### src/rtl/ifmap_stream_writer_pkg.sv
// ifmap_stream_writer_pkg
//   Shared definitions for the IF-map stream writer.
//   - state_t : writer FSM encoding (IDLE, FILL, WRITE, DONE)
//   - start_bit / end_bit : tag bit positions within a tagged word
//   - lane_w  : lane-index width for a given pack size (min 1 bit)
package ifmap_stream_writer_pkg;

  typedef enum logic [1:0] {
    S_IDLE  = 2'd0,
    S_FILL  = 2'd1,
    S_WRITE = 2'd2,
    S_DONE  = 2'd3
  } state_t;

  // Tagged word layout: {start, end, payload[w-3:0]}
  function automatic int start_bit(input int w);
    return w - 1;
  endfunction

  function automatic int end_bit(input int w);
    return w - 2;
  endfunction

  function automatic int lane_w(input int par);
    return (par > 1) ? $clog2(par) : 1;
  endfunction

endpackage

### src/rtl/ifmap_stream_writer_tag_gen.sv
// ifmap_tag_gen
//   Column/row position tracker for the pixel stream. Produces the row
//   start/end tags for the pixel currently offered and flags the last pixel
//   of the frame.
//   Ports:
//     clk, rst         clock, async active-high reset
//     clear            restart counters at col 0 / row 0 (frame start)
//     adv              a pixel was accepted this cycle
//     row_len,num_rows latched frame geometry
//     tag_start        current pixel is column 0
//     tag_end          current pixel is column row_len-1
//     last_pix         current pixel is the final pixel of the frame
module ifmap_tag_gen #(
  parameter int ROW_LEN_WIDTH = 8,
  parameter int ROWS_WIDTH    = 8
) (
  input  logic                     clk,
  input  logic                     rst,
  input  logic                     clear,
  input  logic                     adv,
  input  logic [ROW_LEN_WIDTH-1:0] row_len,
  input  logic [ROWS_WIDTH-1:0]    num_rows,
  output logic                     tag_start,
  output logic                     tag_end,
  output logic                     last_pix
);

  logic [ROW_LEN_WIDTH-1:0] col;
  logic [ROWS_WIDTH-1:0]    row;
  logic                     col_last;

  assign col_last  = (col == row_len - 1'b1);
  assign tag_start = (col == '0);
  assign tag_end   = col_last;
  assign last_pix  = col_last && (row == num_rows - 1'b1);

  always_ff @(posedge clk or posedge rst) begin
    if (rst) begin
      col <= '0;
      row <= '0;
    end else if (clear) begin
      col <= '0;
      row <= '0;
    end else if (adv) begin
      if (col_last) begin
        col <= '0;
        row <= row + 1'b1;
      end else begin
        col <= col + 1'b1;
      end
    end
  end

endmodule

### src/rtl/ifmap_stream_writer.sv
// ifmap_stream_writer
//   Producer side of the IF-map FIFO. Accepts host pixels one per
//   handshake, tags each with row start/end flags, packs IF_PAR_WRITE
//   tagged words per FIFO write and honours the FIFO full flag.
//   Ports:
//     clk, rst            clock, async active-high reset
//     start               begin a frame (latches row_len / num_rows)
//     row_len, num_rows   frame geometry
//     pix_in, pix_valid   pixel payload and valid
//     pix_ready           pixel accepted this cycle when valid
//     fifo_din            packed tagged words, lane 0 in the low bits
//     fifo_wen            FIFO write strobe (never while fifo_full)
//     fifo_full           FIFO full
//     busy                frame in progress (FILL or WRITE)
//     done                one-cycle pulse after the last write of a frame
//     flush               (IFMAP_STREAM_WRITER_FLUSH_EN only) write out a
//                         partial pack early
//   Optional feature macro: IFMAP_STREAM_WRITER_FLUSH_EN
module ifmap_stream_writer
  import ifmap_stream_writer_pkg::*;
#(
  parameter int IF_WIDTH      = 16,
  parameter int IF_PAR_WRITE  = 12,
  parameter int ROW_LEN_WIDTH = 8,
  parameter int ROWS_WIDTH    = 8
) (
  input  logic                             clk,
  input  logic                             rst,
  input  logic                             start,
  input  logic [ROW_LEN_WIDTH-1:0]         row_len,
  input  logic [ROWS_WIDTH-1:0]            num_rows,
  input  logic [IF_WIDTH-3:0]              pix_in,
  input  logic                             pix_valid,
  output logic                             pix_ready,
  output logic [IF_WIDTH*IF_PAR_WRITE-1:0] fifo_din,
`ifdef IFMAP_STREAM_WRITER_FLUSH_EN
  input  logic                             flush,
`endif
  output logic                             fifo_wen,
  input  logic                             fifo_full,
  output logic                             busy,
  output logic                             done
);

  localparam int LANE_WIDTH = lane_w(IF_PAR_WRITE);
  localparam int START_BIT  = start_bit(IF_WIDTH);
  localparam int END_BIT    = end_bit(IF_WIDTH);
  localparam logic [LANE_WIDTH-1:0] LAST_LANE = LANE_WIDTH'(IF_PAR_WRITE - 1);

  state_t state, state_nx;

  logic [ROW_LEN_WIDTH-1:0]                  cfg_row_len;
  logic [ROWS_WIDTH-1:0]                     cfg_num_rows;
  logic [LANE_WIDTH-1:0]                     lane;
  logic [IF_PAR_WRITE-1:0][IF_WIDTH-1:0]     pack;
  logic                                      last_in_pack;

  logic          accept;
  logic          tag_start, tag_end, last_pix;
  logic          cfg_load;
  logic          cfg_empty;
  logic          do_flush;
  logic [IF_WIDTH-1:0] word;

  assign cfg_load  = (state == S_IDLE) && start;
  assign cfg_empty = (row_len == '0) || (num_rows == '0);
  assign accept    = pix_ready && pix_valid;

`ifdef IFMAP_STREAM_WRITER_FLUSH_EN
  // Flush only matters when the pack holds something.
  assign do_flush = (state == S_FILL) && flush && (lane != '0);
`else
  assign do_flush = 1'b0;
`endif

  ifmap_tag_gen #(
    .ROW_LEN_WIDTH (ROW_LEN_WIDTH),
    .ROWS_WIDTH    (ROWS_WIDTH)
  ) u_tag_gen (
    .clk       (clk),
    .rst       (rst),
    .clear     (cfg_load),
    .adv       (accept),
    .row_len   (cfg_row_len),
    .num_rows  (cfg_num_rows),
    .tag_start (tag_start),
    .tag_end   (tag_end),
    .last_pix  (last_pix)
  );

  always_comb begin
    word                  = '0;
    word[START_BIT]       = tag_start;
    word[END_BIT]         = tag_end;
    word[IF_WIDTH-3:0]    = pix_in;
  end

  // Next state and outputs
  always_comb begin
    state_nx  = state;
    pix_ready = 1'b0;
    fifo_wen  = 1'b0;
    busy      = 1'b0;
    done      = 1'b0;
    case (state)
      S_IDLE: begin
        if (start) state_nx = cfg_empty ? S_DONE : S_FILL;
      end
      S_FILL: begin
        pix_ready = 1'b1;
        busy      = 1'b1;
        if (accept && ((lane == LAST_LANE) || last_pix)) state_nx = S_WRITE;
        else if (do_flush)                               state_nx = S_WRITE;
      end
      S_WRITE: begin
        busy = 1'b1;
        if (!fifo_full) begin
          fifo_wen = 1'b1;
          state_nx = last_in_pack ? S_DONE : S_FILL;
        end
      end
      S_DONE: begin
        done     = 1'b1;
        state_nx = S_IDLE;
      end
      default: state_nx = S_IDLE;
    endcase
  end

  always_ff @(posedge clk or posedge rst) begin
    if (rst) begin
      state        <= S_IDLE;
      cfg_row_len  <= '0;
      cfg_num_rows <= '0;
      lane         <= '0;
      pack         <= '0;
      last_in_pack <= 1'b0;
    end else begin
      state <= state_nx;
      if (cfg_load) begin
        cfg_row_len  <= row_len;
        cfg_num_rows <= num_rows;
      end
      if (state == S_FILL && accept) begin
        pack[lane] <= word;
        // Lane only returns to 0 through a write, so overflow past the
        // last lane is never observed.
        lane <= lane + 1'b1;
        if (last_pix) last_in_pack <= 1'b1;
      end
      if (state == S_WRITE && !fifo_full) begin
        pack         <= '0;
        lane         <= '0;
        last_in_pack <= 1'b0;
      end
    end
  end

  // The pack register is the write data; unfilled lanes stay zero.
  assign fifo_din = pack;

endmodule

### config.mk
export PLATFORM = sky130hd
export DESIGN_NAME = ifmap_stream_writer
export DESIGN_NICKNAME = d
export VERILOG_FILES = /design/src/rtl/ifmap_stream_writer_pkg.sv /design/src/rtl/ifmap_stream_writer_tag_gen.sv /design/src/rtl/ifmap_stream_writer.sv
export SDC_FILE = /design/constraint.sdc
export NUM_CORES = 1
export LEC_CHECK = 0
export CORE_MARGIN = 10
export CORE_UTILIZATION = 40
export CTS_CLUSTER_DIAMETER = 30
export DETAILED_ROUTE_END_ITERATION = 7
export HOLD_SLACK_MARGIN = 0.06
export PLACE_DENSITY = 0.78
export SLEW_MARGIN = 10
export SYNTH_ARGS = -nofsm -noshare
export SYNTH_HDL_FRONTEND = slang
export SYNTH_HIERARCHICAL = 1
export SYNTH_SLANG_ARGS = --single-unit
### constraint.sdc
create_clock -name clk -period 12.09 [get_ports clk]
set_clock_uncertainty 0.05 [all_clocks]
set_input_delay 3.627 -clock clk [delete_from_list [all_inputs] [get_ports clk]]
set_output_delay 3.627 -clock clk [all_outputs]
set_load 0.1 [all_outputs]
==> results of run 1 <==
synth_stat cells (all sizes together), types with 3 or more instances:
cell / instances / area, um^2
clkbuf: 24 / 90.09
nor3: 7 / 35.03
xnor2: 16 / 140.1
a21oi: 207 / 1036
and4b: 4 / 40.04
ha: 14 / 175.2
nor2: 17 / 66.32
inv: 14 / 52.55
nand4: 6 / 37.54
o31ai: 6 / 45.04
mux2: 18 / 206.4
nand2: 408 / 1531
o211ai: 3 / 22.52
dfrtp: 231 / 5781
xor2: 9 / 78.83
nor2b: 3 / 18.77
mux2i: 5 / 50.05
buf: 65 / 435.4
and2: 14 / 87.58
nor4: 6 / 37.54
and4: 4 / 35.03
nand2b: 6 / 37.54
o21ai: 10 / 50.04
nand3: 3 / 15.01
or4: 8 / 63.81
worst register-to-register path, stage by stage (launching register included):
cell,delay (ns)
dfrtp_1,0.43
or4_4,0.54
nor2_2,0.11
and4b_1,0.20
and3b_4,0.28
nor2_2,0.87
and4_1,0.37
o21ai_1,0.10
a221o_1,0.38
mux2_4,0.30
kinds of logic after synthesis:
kind of cell / share of synthesized area [%]
AO/OA/AOI/OAI: 11.74
multiplexers: 2.484
adder cells (fa/ha/maj): 1.697
AND/OR/NAND/NOR: 20.36
flip-flops: 55.99
buffers and inverters: 5.599
XOR/XNOR: 2.121
layout make-up:
cell class | count | share of cell area (%)
clock buffer | 57 | 8.844
timing repair buffer | 235 | 16.52
clock inverter | 24 | 2.368
sequential | 231 | 40.82
tap | 330 | 2.915
multi-input combinational | 792 | 28.11
inverter | 14 | 0.4241
worst max-delay path by stage:
stage / start / endpoint / slack [ns] / cells after the start
3_5_place_dp: fifo_full / fifo_wen / 3.03 / 3
4_1_cts: fifo_full / fifo_wen / 3.03 / 3
2_1_floorplan: rst / cfg_num_rows[0] / 2.53 / 1
3_3_place_gp: fifo_full / fifo_wen / 3.04 / 3
6_report: fifo_full / fifo_wen / 3.04 / 3
5_1_grt: fifo_full / fifo_wen / 2.99 / 3
metal layers:
metal,global-route usage [%],up-vias
li1,-,4115
met1,24.69,4372
met2,33.91,375
met3,5.060,73
met4,6.365,0
met5,0,-
through the flow:
| step | hold WS [ns] | instances | power (mW) | worst slack (ns) |
|---|---|---|---|---|
| 6_report | 0.4692 | 1683 | 3.968 | 3.045 |
| 5_1_grt | 0.4842 | 1683 | 4.126 | 2.993 |
| 4_1_cts | 0.4711 | 1683 | 3.993 | 3.029 |
| 3_5_place_dp | 0.4522 | 1602 | 2.694 | 3.035 |
| 3_3_place_gp | 0.4502 | 1602 | 2.666 | 3.036 |
| 2_1_floorplan | 0.4132 | 1126 | 2.309 | 2.534 |
flip-flops by register name, summed over array words and instances, names as in the netlist:
register / count
cfg_num_rows: 8
last_in_pack: 1
state: 2
fifo_din: 192
lane: 4
cfg_row_len: 8
u_tag_gen/col: 8
u_tag_gen/row: 8
power breakdown:
| part | leakage [nW] | switching [mW] | internal (mW) | total, mW |
|---|---|---|---|---|
| Combinational | 2.03 | 1.24 | 0.393 | 1.63 |
| Sequential | 3.15 | 0.125 | 0.927 | 1.05 |
| Clock | 0.771 | 0.406 | 0.880 | 1.29 |
| Total | 5.95 | 1.77 | 2.20 | 3.97 |
==> impl_metrics.toml, run 1 <==
[synthesis]
ys_types = 48
synth_async_sr_flop_share_pct = 100.0
synth_edf_count = 0
syn_area_per_cell_um2 = 9.168
syn-num-nets = 1175
ys_seq_area_share_pct = 55.99
synth-seq-cells = 231
ys_warn_count = 6
synthCells = 1126
yosys_most_used_dff = "dfrtp_1"
syn_area_um2 = 10320

[routing]
dr_wl_met3_um = 2624
drt-met1-wl_um = 13600
drtIter0Drc = 917
ant_nets = 0
top_layer = "met4"
routed_wl_um = 34030
first_pass_iters = 6
drcViolationCount = 0
vias = 8935
via_per_inst = 5.309
wl_met2_um = 16880
avgRoutedWirePerCell_um = 20.22

[floorplan]
die_x_um = 180.7
die_y_um = 180.7
core_area_um2 = 25250
boundaryPins = 231
row_count = 58
start_util_pct = 40.88
dieArea_um2 = 32630

[power]
p_per_area_nw_per_um2 = 280.2
p_leak_nw = 5.949
peakVddDrop_mv = 0.2209

[worst_setup_path]
crit_fanout = 2
r2r_end = "state[1]"
crit_slowest_cell = "clkdlybuf4s50_1"
cpPeakStageDelay_ns = 1.14
path_cells = "clkdlybuf4s50_1 > nor2b_4 > clkdlybuf4s50_1"
rr_startpoint = "cfg_row_len[0]"
path_buf_inv = 2
path_class = "input pin to output port"
reg2regPathDepth = 9
crit_family = "buffers and inverters"
cp-end-kind = "output port"
cp-start-kind = "input pin"
crit_arrival_ns = 5.37
ff2ff_setup_slack_ns = 8.35
crit_top_cell = "clkdlybuf4s50_1"
required_ns = 8.41

[grt]
grt_pass1_wl_um = 52840
antenna_found_initial = 0
grt_pass1_vias = 8816
grt_max_degree = 106
grt_usage_pct = 20.12
gr-total-overflow = 0

[clocking]
h-tree-depth = 2
worstSkewPairLatency_ns = 0.52
clock-sinks = 231
cts_resized = 0
numCtsBuffers = 44
cts_setup_buffers = 0
cts_buffer_depth = 3
cts_tree = "done"
cts.clk_slew.worst_paths_ns = 0.04
clock-root-buffer = "clkbuf_16"
ctsHoldBuffers = 0

[sta]
hold_viol_final = 0
clock.fmax_mhz = 110.6
slew_violations = 0
min_period_over_period_pct = 74.82
rsz0062_at_grt = "false"
fin_setup_tns_ns = 0
tightest_slew_ns = 1.141
period_needed_ns = 9.045
finalSetupViolations = 0
timing.slew.headroom_pct = 23.85

[placement]
port_buffers = 230
post-dp-hpwl_um = 21930
gp_congestion = 0.7948
post_dp_cell_area_um2 = 12570

[final_layout]
multi_input_area_um2 = 3981
final_common_cell = "nand2_1"
num-fill-cells = 2149
ff_latch_area_um2 = 5781
finalInstanceArea_um2 = 14160
diodes = 0
utilization_pct = 56.08
syn_to_final_growth_pct = 37.18
final_layout_size_suffix_gt1_share_pct = 8.056
nets = 1367
final_cell_mix = "408 x nand2_1, 231 x dfrtp_1, 230 x clkdlybuf4s50_1"

[min_path]
hold_depth = 2
hp-start = "fifo_din[13]"
hold_class = "flip-flop to flip-flop"
min_to = "fifo_din[13]"

[flow_run]
cap_violations = 0

[outcome]
outcome = "complete, no violations"
(Power assumes the default switching activity.)
==> inputs of run 2 (changes only) <==
--- a/config.mk
+++ b/config.mk
@@ -10,7 +10,7 @@
 export CTS_CLUSTER_DIAMETER = 30
 export DETAILED_ROUTE_END_ITERATION = 7
 export HOLD_SLACK_MARGIN = 0.06
-export PLACE_DENSITY = 0.78
+export PLACE_DENSITY = 0.8
 export SLEW_MARGIN = 10
 export SYNTH_ARGS = -nofsm -noshare
 export SYNTH_HDL_FRONTEND = slang
==> constraint.sdc (replaced) <==
create_clock -name clk -period 7.4 [get_ports clk]
set_clock_uncertainty 0.05 [all_clocks]
set_input_delay 2.22 -clock clk [delete_from_list [all_inputs] [get_ports clk]]
set_output_delay 2.22 -clock clk [all_outputs]
set_load 0.1 [all_outputs]
==> run 2 against run 1 <==
Compared with the run above:
- register-to-register slack got worse by 4.1 ns
- critical path depth did not move
- sequential cell count did not move
- via count barely moved
- worst hold slack barely moved
- die area did not move
- combinational power rose by 64%
- critical path type unchanged
==> impl_metrics.toml, run 2 (synthesis gave the netlist of run 1 again) <==
[final_layout]
diodes = 0
syn_to_final_growth_pct = 38.20
final_layout_size_suffix_gt1_share_pct = 8.616
final_cell_mix = "408 x nand2_1, 231 x dfrtp_1, 229 x clkdlybuf4s50_1"
nets = 1371
largest_reg_flops = 192
final_common_cell = "nand2_1"
utilization_pct = 56.50

[sta]
fin_ws_ns = 2.021
clock.fmax_mhz = 185.9
timing.slew.headroom_pct = 21.38
rsz0062_at_grt = "false"
finalSetupViolations = 0
tightest_slew_ns = 1.179
slew_violations = 0
fin_setup_tns_ns = 0
min_period_over_period_pct = 72.69
hold_viol_final = 0
period_needed_ns = 5.379

[routing]
first_pass_iters = 5
routed_wl_um = 34070
wl_met2_um = 16820
dr_wl_met3_um = 2580
top_layer = "met4"
vias = 8932
drtIter0Drc = 895
avgRoutedWirePerCell_um = 20.18
drcViolationCount = 0
drt-met1-wl_um = 13640
ant_nets = 0
via_per_inst = 5.291

[power]
p_per_area_nw_per_um2 = 461.1
p_leak_nw = 5.994
peakVddDrop_mv = 0.5409

[floorplan]
core_area_um2 = 25250
row_count = 58
dieArea_um2 = 32630
die_y_um = 180.7
start_util_pct = 40.88
die_x_um = 180.7
boundaryPins = 231

[grt]
grt_usage_pct = 20.01
gr-total-overflow = 0
grt_pass1_wl_um = 52610
grt_pass1_vias = 8992
grt_max_degree = 108
antenna_found_initial = 0

[clocking]
cts_resized = 0
cts.clk_slew.worst_paths_ns = 0.04
h-tree-depth = 2
cts_tree = "done"
ctsHoldBuffers = 0
numCtsBuffers = 46
worstSkewPairLatency_ns = 0.52
clock-root-buffer = "clkbuf_16"
clock-sinks = 231
cts_setup_buffers = 0
cts_buffer_depth = 3

[worst_setup_path]
required_ns = 5.13
cp-start-kind = "input pin"
cp-end-kind = "output port"
crit_arrival_ns = 3.11
path_class = "input pin to output port"
crit_fanout = 2

[flow_run]
cap_violations = 0

[min_path]
hold_class = "flip-flop to flip-flop"

[placement]
gp_congestion = 0.7920
port_buffers = 230
post-dp-hpwl_um = 21860
place_ws_ns = 2.022

[outcome]
outcome = "complete, no violations"
-- run 2: cell types whose count changed in the layout (fill, tap and decap cells not counted), sizes merged --
cell / before / now
buf: 5 / 8
clkinv: 11 / 8
clkbuf: 57 / 59
clkinvlp: 4 / 6
bufinv: 7 / 8
clkdlybuf4s50: 230 / 229
inv: 16 / 17
-- run 2: final timing paths --
kind / endpoint / startpoint / slack, ns / depth (start not counted)
worst max-delay path: fifo_wen / fifo_full / 2.02 / 3
max in group asynchronous: fifo_din[64] / rst / 3.76 / 4
worst min-delay path: fifo_din[151] / fifo_din[151] / 0.47 / 2
worst max register to register: fifo_din[92] / state[0] / 4.30 / 6
min in group asynchronous: u_tag_gen/row[3] / rst / 2.16 / 2
worst min register to register: fifo_din[151] / fifo_din[151] / 0.47 / 2
-- run 2: per-stage QoR --
step	std cells	power [mW]	area, um^2	hold WS (ns)
2_1_floorplan	1126	3.773	10330	0.4132
3_3_place_gp	1604	4.349	12600	0.4552
3_5_place_dp	1604	4.403	12600	0.4522
4_1_cts	1688	6.613	14260	0.4702
5_1_grt	1688	6.832	14270	0.4794
6_report	1688	6.579	14270	0.4689
-- run 2: critical path, cell delays in order --
cell	delay [ns]
clkdlybuf4s50_1	0.46
nor2b_4	0.13
buf_4	0.29
-- run 2: layout make-up --
type	count	area, um^2
clock buffer	59	1301
clock inverter	25	364.1
timing repair buffer	237	2365
tap	330	412.9
fill	2137	10990
sequential	231	5781
multi-input combinational	792	3988
inverter	14	56.30
-- run 2: metal layers --
metal | vias to the layer above | track usage [%]
li1 | 4110 | -
met2 | 388 | 33.57
met3 | 77 | 5.361
met4 | 0 | 7.218
met5 | - | 0
met1 | 4357 | 24.15
-- run 2: power by group --
group          total, mW  internal [mW]  switching (mW)  leakage, nW
Clock               2.19           1.52           0.672        0.805
Sequential          1.72           1.52           0.205         3.15
Combinational       2.67          0.644            2.02         2.04
Total               6.58           3.68            2.90         5.99
==> inputs of run 3 (changes only) <==
--- a/config.mk
+++ b/config.mk
@@ -10,7 +10,7 @@
 export CTS_CLUSTER_DIAMETER = 30
 export DETAILED_ROUTE_END_ITERATION = 7
 export HOLD_SLACK_MARGIN = 0.06
-export PLACE_DENSITY = 0.8
+export PLACE_DENSITY = 0.78
 export SLEW_MARGIN = 10
 export SYNTH_ARGS = -nofsm -noshare
 export SYNTH_HDL_FRONTEND = slang
==> constraint.sdc (replaced) <==
create_clock -name clk -period 5.45 [get_ports clk]
set_clock_uncertainty 0.05 [all_clocks]
set_input_delay 1.635 -clock clk [delete_from_list [all_inputs] [get_ports clk]]
set_output_delay 1.635 -clock clk [all_outputs]
set_load 0.1 [all_outputs]
==> run 3 against run 2 <==
Compared with the run above:
- core utilization is 0.40 points lower
- sequential power increased by 36%
- register-to-register slack worse by 1.9 ns
- critical path depth is the same
- final area is 0.70% lower
- non-clock buffer count grew 1
- worst hold slack got worse by 0.00072 ns
- routed wire length is 0.30% lower
==> impl_metrics.toml, run 3 (synthesis gave the netlist of run 1 again) <==
[final_layout]
instances_no_fill = 1693
final_cell_mix = "408 x nand2_1, 231 x dfrtp_1, 229 x clkdlybuf4s50_1"
diodes = 0
largest_reg_flops = 192
num-fill-cells = 2120
utilization_pct = 56.10
syn_to_final_growth_pct = 37.23
final_layout_size_suffix_gt1_share_pct = 8.731
finalInstanceArea_um2 = 14170
final_common_cell = "nand2_1"
nets = 1373

[power]
power_frac_comb_pct = 41.4
pwr-share-seq_pct = 26.9
p_int_mw = 4.744
p_per_area_nw_per_um2 = 615.8
clockPowerShare_pct = 31.7
sw_frac_of_total_pct = 45.63
finalPower_mw = 8.725
p_switching_mw = 3.981
peakVddDrop_mv = 0.7706
p_leak_nw = 5.955

[floorplan]
die_x_um = 180.7
core_area_um2 = 25250
boundaryPins = 231
row_count = 58
dieArea_um2 = 32630
die_y_um = 180.7
start_util_pct = 40.88

[worst_setup_path]
path_cells = "inv_1 > ha_1 > clkdlybuf4s50_1"
cp-start-kind = "flip-flop"
path_class = "flip-flop to output port"
required_ns = 3.76
cp-end-kind = "output port"
crit_slowest_cell = "clkdlybuf4s50_1"
crit_arrival_ns = 2.61
cpPeakStageDelay_ns = 1.21
crit_fanout = 7

[grt]
grt_pass1_vias = 8984
gr-total-overflow = 0
gr-usage-met1_pct = 25.30
grt_pass1_wl_um = 52630
grt_usage_pct = 20.05
grt_use_met3_pct = 5.141
grt_max_degree = 158
gr-usage-met2_pct = 32.70
antenna_found_initial = 0
busiest_layer = "met2"

[sta]
rsz0062_at_grt = "false"
fin_ws_ns = 1.159
min_period_over_period_pct = 78.73
timing.slew.headroom_pct = 22.59
hold_slack_ns = 0.4682
slew_violations = 0
clock.fmax_mhz = 233.1
tightest_slew_ns = 1.160
hold_viol_final = 0
period_needed_ns = 4.291
fin_setup_tns_ns = 0
finalSetupViolations = 0

[clocking]
clock-sinks = 231
clock-root-buffer = "clkbuf_16"
cts.clk_slew.worst_paths_ns = 0.05
numCtsBuffers = 47
h-tree-depth = 2
cts_buffer_depth = 3
cts_setup_buffers = 0
cts_tree = "done"
worstSkewPairLatency_ns = 0.53
ctsHoldBuffers = 0
cts_resized = 0

[routing]
via_per_inst = 5.309
routed_wl_um = 33970
drtIter0Drc = 923
ant_nets = 0
first_pass_iters = 5
vias = 8988
avgRoutedWirePerCell_um = 20.06
drcViolationCount = 0

[placement]
placedCellCount = 1605
post-dp-hpwl_um = 21780
gp_congestion = 0.8270
post_dp_cell_area_um2 = 12600
port_buffers = 230
place_ws_ns = 1.090

[outcome]
outcome = "complete, no violations"

[flow_run]
cap_violations = 0

[min_path]
hold_class = "flip-flop to flip-flop"
## run 3: cell types whose count changed in the layout (fill, tap and decap cells not counted), moves of 2 or more
cell,previous run,this run
bufinv_16,8,3
inv_6,4,6
clkinv_4,3,6
clkbuf_8,8,3
clkbuf_1,4,6
clkinv_2,5,10
## run 3: area by class of cell
| type | count | area (um^2) | share of cell area, % |
|---|---|---|---|
| clock inverter | 31 | 299.0 | 2.111 |
| clock buffer | 57 | 1265 | 8.929 |
| inverter | 14 | 56.30 | 0.3974 |
| sequential | 231 | 5781 | 40.80 |
| tap | 330 | 412.9 | 2.914 |
| multi-input combinational | 792 | 3981 | 28.10 |
| timing repair buffer | 238 | 2372 | 16.74 |
## run 3: path summary, 6_finish.rpt
kind | from | end | slack [ns] | cells after the start
min in group asynchronous | rst | u_tag_gen/row[2] | 1.55 | 2
max reg2reg | state[0] | fifo_din[61] | 2.37 | 6
min | fifo_din[168] | fifo_din[168] | 0.47 | 2
min reg2reg | fifo_din[168] | fifo_din[168] | 0.47 | 2
max | state[1] | pix_ready | 1.16 | 3
max in group asynchronous | rst | lane[0] | 2.93 | 3
## run 3: power groups by stage
stage | clock network (mW) | registers [mW] | logic [mW]
2_1_floorplan | 0 | 4.06 | 1.06
3_3_place_gp | 0 | 2.35 | 3.57
3_5_place_dp | 0 | 2.36 | 3.62
4_1_cts | 2.80 | 2.34 | 3.63
5_1_grt | 2.91 | 2.39 | 3.78
6_report | 2.77 | 2.34 | 3.61
## run 3: layer usage
layer	up-vias	share of wire [%]
met5	-	0
met4	0	2.9
met3	86	7.7
met2	406	48
met1	4378	41
li1	4118	-
## run 3: critical path: cells and delay by family, from the launching register on
kind / cells / cell delay, ns
buf+inv: 2 / 1.32
flops: 1 / 0.42
fa+ha+maj: 1 / 0.33
